File: src/rtl/hazard_ctrl.sv
// Pipeline hazard unit: forwarding selects, stall/flush generation and the
// multi-cycle mult/div occupancy sequencer that guards HI/LO readers.
module hazard_ctrl #(
    parameter int MUL_CYCLES = 4,
    parameter int DIV_CYCLES = 32
) (
    input  logic       clk,
    input  logic       rst,
    input  logic [4:0] rs_D,
    input  logic [4:0] rt_D,
    input  logic       branch_D,
    input  logic       reg_jump_D,
    input  logic       jump_D,
    input  logic       pc_src_D,
    input  logic       md_op_D,
    input  logic       hilo_rd_D,
    input  logic [4:0] rs_E,
    input  logic [4:0] rt_E,
    input  logic [4:0] rf_wa_E,
    input  logic       rf_we_E,
    input  logic       dm2reg_E,
    input  logic       md_start_E,
    input  logic       md_is_div_E,
    input  logic [4:0] rf_wa_M,
    input  logic       rf_we_M,
    input  logic       dm2reg_M,
    input  logic [4:0] rf_wa_WB,
    input  logic       rf_we_WB,
    output logic       stall_F,
    output logic       stall_D,
    output logic       flush_D,
    output logic       flush_E,
    output logic       fwd_a_D,
    output logic       fwd_b_D,
    output logic [1:0] fwd_a_E,
    output logic [1:0] fwd_b_E,
    output logic       md_busy,
    output logic       md_done
);

    typedef enum logic [1:0] {
        IDLE = 2'd0,
        MUL  = 2'd1,
        DIV  = 2'd2,
        DONE = 2'd3
    } md_state_t;

    localparam logic [5:0] MUL_LOAD = 6'(MUL_CYCLES - 1);
    localparam logic [5:0] DIV_LOAD = 6'(DIV_CYCLES - 1);

    md_state_t  state;
    md_state_t  state_next;
    logic [5:0] cnt;
    logic [5:0] cnt_next;

    logic m_writes;
    logic wb_writes;
    logic lw_stall;
    logic br_stall;
    logic jr_stall;
    logic md_stall;
    logic e_hits_rs;
    logic e_hits_rt;
    logic m_load_hits_rs;
    logic m_load_hits_rt;
    logic hazard;

    // Register 0 is hardwired, so a write to it is never a real producer.
    assign m_writes  = rf_we_M  && (rf_wa_M  != 5'd0);
    assign wb_writes = rf_we_WB && (rf_wa_WB != 5'd0);

    always_comb begin
        fwd_a_E = 2'b00;
        fwd_b_E = 2'b00;
        if (m_writes && (rf_wa_M == rs_E)) begin
            fwd_a_E = 2'b10;
        end else if (wb_writes && (rf_wa_WB == rs_E)) begin
            fwd_a_E = 2'b01;
        end
        if (m_writes && (rf_wa_M == rt_E)) begin
            fwd_b_E = 2'b10;
        end else if (wb_writes && (rf_wa_WB == rt_E)) begin
            fwd_b_E = 2'b01;
        end
    end

    assign fwd_a_D = m_writes && (rf_wa_M == rs_D);
    assign fwd_b_D = m_writes && (rf_wa_M == rt_D);

    // Producers a decode-stage comparator cannot yet reach via forwarding.
    assign e_hits_rs      = rf_we_E  && (rf_wa_E != 5'd0) && (rf_wa_E == rs_D);
    assign e_hits_rt      = rf_we_E  && (rf_wa_E != 5'd0) && (rf_wa_E == rt_D);
    assign m_load_hits_rs = dm2reg_M && (rf_wa_M != 5'd0) && (rf_wa_M == rs_D);
    assign m_load_hits_rt = dm2reg_M && (rf_wa_M != 5'd0) && (rf_wa_M == rt_D);

    assign lw_stall = dm2reg_E && (rf_wa_E != 5'd0) &&
                      ((rf_wa_E == rs_D) || (rf_wa_E == rt_D));
    assign br_stall = branch_D &&
                      (e_hits_rs || e_hits_rt || m_load_hits_rs || m_load_hits_rt);
    assign jr_stall = reg_jump_D && (e_hits_rs || m_load_hits_rs);
    assign md_stall = (md_op_D || hilo_rd_D) && ((state == MUL) || (state == DIV));

    assign hazard  = lw_stall | br_stall | jr_stall | md_stall;
    assign stall_F = hazard;
    assign stall_D = hazard;
    assign flush_E = hazard;
    // A stalled redirect is retried next cycle, so it must not flush yet.
    assign flush_D = (pc_src_D | jump_D | reg_jump_D) && !hazard;

    always_ff @(posedge clk or posedge rst) begin
        if (rst) begin
            state <= IDLE;
            cnt   <= 6'd0;
        end else begin
            state <= state_next;
            cnt   <= cnt_next;
        end
    end

    // Start requests are only honoured from IDLE; DONE always drains first.
    always_comb begin
        state_next = state;
        cnt_next   = cnt;
        case (state)
            IDLE: begin
                if (md_start_E) begin
                    if (md_is_div_E) begin
                        state_next = DIV;
                        cnt_next   = DIV_LOAD;
                    end else begin
                        state_next = MUL;
                        cnt_next   = MUL_LOAD;
                    end
                end
            end
            MUL, DIV: begin
                if (cnt == 6'd0) begin
                    state_next = DONE;
                end else begin
                    cnt_next = cnt - 6'd1;
                end
            end
            DONE: begin
                state_next = IDLE;
            end
            default: begin
                state_next = IDLE;
                cnt_next   = 6'd0;
            end
        endcase
    end

    assign md_busy = (state == MUL) || (state == DIV);
    assign md_done = (state == DONE);

endmodule
File: config.mk
export PLATFORM = sky130hd
export DESIGN_NAME = hazard_ctrl
export DESIGN_NICKNAME = d
export VERILOG_FILES = /design/src/rtl/hazard_ctrl.sv
export SDC_FILE = /design/constraint.sdc
export NUM_CORES = 1
export LEC_CHECK = 0
export ABC_AREA = 1
export CORE_ASPECT_RATIO = 2
export CORE_MARGIN = 10
export CORE_UTILIZATION = 35
export DETAILED_ROUTE_END_ITERATION = 16
export GPL_ROUTABILITY_DRIVEN = 0
export HOLD_SLACK_MARGIN = 0.08
export PLACE_DENSITY = 0.74
export SLEW_MARGIN = 20
export SYNTH_ARGS = -nofsm -noshare
export SYNTH_HDL_FRONTEND = slang
export SYNTH_SLANG_ARGS = --single-unit
File: constraint.sdc
create_clock -name clk -period 1.6 [get_ports clk]
set_input_delay 0.32 -clock clk [delete_from_list [all_inputs] [get_ports clk]]
set_output_delay 0.32 -clock clk [all_outputs]
set_load 0.02 [all_outputs]
==> results.py <==
metrics = {
    "logic_synthesis": {
        "ys_seq_area_frac": 0.148,
        "synth_nets": 276,
        "syn_area_sq_um": 1360,
        "yosys_warnings": 0,
        "synth_cell_type_count": 24,
        "avgSynthCellArea_sq_um": 6.14,
        "syn_inst": 221,
        "postSynthRegisterBits": 8,
    },
    "cells_and_area": {
        "nets": 361,
        "drive_gt1_frac": 0.474,
        "area_growth_pct": 84.9,
        "antenna_cells": 0,
    },
    "worst_setup_path": {
        "startpoint": "rf_wa_M[4]",
        "critPathLaunchType": "primary input",
        "crit_type": "in -> out",
        "rr_worst_depth": 8,
        "crit_end": "flush_D",
        "r2r_start": "state[0]$_DFFE_PP0P_",
        "reg2reg_slack_ns": 0.04,
        "cp_max_fo": 4,
        "end_kind": "output port",
        "crit_family": "simple AND/OR/NAND/NOR gates",
        "path_cells": "buf_12 > nor2_4 > nand4_1 > nand2_2 > inv_2 > nand2_1 > a21oi_2 > nor2_2 > nand2_4 > nor2_4 > buf_6",
        "cp.required_ns": 1.28,
        "cp_num_cells": 11,
        "crit_slowest_cell": "nand4_1",
        "r2r_end": "cnt[2]$_DFFE_PP0P_",
        "slowest_delay_ns": 0.18,
        "crit_top_cell": "nor2_4",
        "cp_data_arrival_time_ns": 1.48,
        "crit_buf_inv": 3,
    },
    "route": {
        "wl_per_cell_um": 15.6,
        "firstDrtPassIters": 4,
        "drcViolationCount": 0,
        "wirelength_um": 5540,
        "vias_per_cell": 4.83,
        "antenna_left": 0,
        "drt_iter0_markers": 81,
        "num_vias": 1714,
    },
    "status": {
        "outcome": "finished, violations left",
        "violations": "setup timing",
    },
    "global_routing": {
        "grt_pass1_wl_um": 8380,
        "overflow": 0,
        "grt_max_degree": 10,
        "antenna_found_initial": 0,
        "track_usage": 0.152,
        "grt_pass1_vias": 1855,
    },
    "timing": {
        "drv_slew": 0,
        "setup_violations": 10,
        "fmax_mhz": 556,
        "finalCritPeriodShare": 1.12,
        "final.setup.worst_slack_ns": -0.199,
        "finalHoldViolations": 0,
        "period_minus_slack_ns": 1.80,
        "tightest_slew_ns": 0.335,
        "finClkSkew_ns": 0.00350,
        "rsz0062_at_grt": "yes",
        "relSlewSlack": 0.777,
        "setup-tns-final_ns": -1.01,
    },
    "floorplan": {
        "die_h_um": 108,
        "io_pins": 62,
        "coreArea_sq_um": 3800,
        "initial_core_util": 0.357,
        "die_area_sq_um": 6920,
        "die_width_um": 64.0,
        "rows": 32,
    },
    "clock_network": {
        "cts_root_buf": "clkbuf_8",
        "cts_max_level": 1,
        "cts_sinks": 8,
        "cts_tree": "yes",
        "clkTransAtPathRegs_ns": 0.04,
        "postCtsHoldBufs": 0,
        "cts_buffer_depth": 2,
        "insertion_delay_ns": 0.23,
        "numCtsBuffers": 3,
    },
    "pwr": {
        "power.leakage_nw": 1.25,
        "ir_worst_vdd_v": 0.000718,
        "power.total_mw": 2.69,
        "powerDensity_nw_per_um2": 1070,
    },
    "place": {
        "io_buffers": 61,
        "dp.final_hpwl_um": 4150,
    },
    "hold_path": {
        "hold_path_class": "in -> async",
    },
    "run": {
        "cap_violations": 0,
    },
}
-- registers in the layout, indices dropped and copies added, names as in the netlist --
signal and cells:
cnt 6, state 2
-- kinds of logic (layout without fill, tap and decap cells) --
group,count (synthesis),after routing,share of synthesized area
flip-flops,8,8,0.148
adder cells (fa/ha/maj),5,5,0.0461
buffers and inverters,44,127,0.158
XOR/XNOR,32,32,0.207
AO/OA/AOI/OAI,14,14,0.0710
AND/OR/NAND/NOR,118,118,0.371
-- cells in the final DEF (no fill, tap or decap), types with 3 or more instances in the layout --
cell type,n
buf_4,28
inv_4,3
buf_8,5
clkbuf_8,3
nand2_4,3
nand2_1,57
nor3_1,3
clkbuf_2,5
ha_1,4
nand3_1,4
inv_2,14
clkdlybuf4s50_1,10
nor2_4,3
clkdlybuf4s15_2,3
nor2_2,8
xnor2_2,11
dfrtp_1,8
dlygate4sd2_1,5
nor2_1,16
nand3_2,3
buf_6,13
o21ai_0,3
xor2_1,5
buf_2,13
buf_12,3
xnor2_1,9
xor2_2,3
nand2_2,9
inv_1,19
nand4_1,7
-- power breakdown --
group | internal [mW] | switching (mW) | leakage, nW
Combinational | 0.914 | 1.16 | 1.14
Clock | 0.163 | 0.0837 | 0.0216
Sequential | 0.316 | 0.0606 | 0.0956
-- how the worst min path moves through the flow --
stage | startpoint | slack [ns] | end
finish | rst | 0.35 | cnt[5]$_DFFE_PP0P_
global route | rst | 0.40 | cnt[5]$_DFFE_PP0P_
CTS | rst | 0.36 | cnt[5]$_DFFE_PP0P_
detailed placement | cnt[3]$_DFFE_PP0P_ | 0.57 | cnt[3]$_DFFE_PP0P_
global placement | cnt[1]$_DFFE_PP0P_ | 0.56 | cnt[1]$_DFFE_PP0P_
floorplan | rst | 0.14 | cnt[0]$_DFFE_PP0P_
-- area by class of cell --
| type | instances | area, sq um |
|---|---|---|
| inverters | 36 | 143 |
| fillers | 297 | 1300 |
| clock buffers | 3 | 41.3 |
| multi-input cells | 169 | 1270 |
| repair buffers | 88 | 792 |
| well taps | 51 | 63.8 |
| flip-flops and latches | 8 | 200 |
-- repair_timing --
action / 4_1_cts / 5_1_grt
gates resized for setup: 233 / 61
setup endpoints to repair: 12 / 16
pin swaps: 42 / 31
buffers inserted: 2 / 0
-- Yosys cell counts (all sizes together) --
cell | count | share of area
ha | 5 | 0.046
nand2 | 69 | 0.19
a32oi | 1 | 0.0065
nor3 | 5 | 0.018
and2 | 1 | 0.0046
nand3 | 7 | 0.026
xnor2 | 22 | 0.14
o211ai | 1 | 0.0092
nor2 | 27 | 0.078
nor4 | 2 | 0.018
inv | 36 | 0.10
a21oi | 3 | 0.011
buf | 8 | 0.058
xor2 | 10 | 0.065
o21ai | 7 | 0.034
dfrtp | 8 | 0.15
o21a | 1 | 0.0055
nand4 | 7 | 0.032
a31oi | 1 | 0.0046
-- through the flow --
| stage | setup WS [ns] | area [sq um] | hold slack (ns) | utilization | cells |
|---|---|---|---|---|---|
| finish | -0.199 | 2510 | 0.350 | 0.659 | 355 |
| global route | -0.326 | 2510 | 0.402 | 0.659 | 355 |
| CTS | -0.217 | 2370 | 0.365 | 0.624 | 355 |
| detailed placement | -1.11 | 2180 | 0.566 | 0.574 | 350 |
| global placement | -1.08 | 2180 | 0.560 | 0.574 | 350 |
| floorplan | -0.107 | 1410 | 0.136 | - | 221 |
-- worst register-to-register path: cells and delay by family (launching register included) --
family	cells	cell delay [ns]
AO/OA/AOI/OAI	2	0.37
adder cells (fa/ha/maj)	1	0.21
buffers and inverters	4	0.41
flip-flops	1	0.38
AND/OR/NAND/NOR	1	0.09
-- metal layers --
metal  GRT usage  wire, um  vias up
li1            -         -      842
met1       0.123      1800      783
met2       0.319      3180       67
met3      0.0435       290       22
met4      0.0613       273        0
met5           0         0        -
Note: power is estimated with default switching activity, not from simulation.
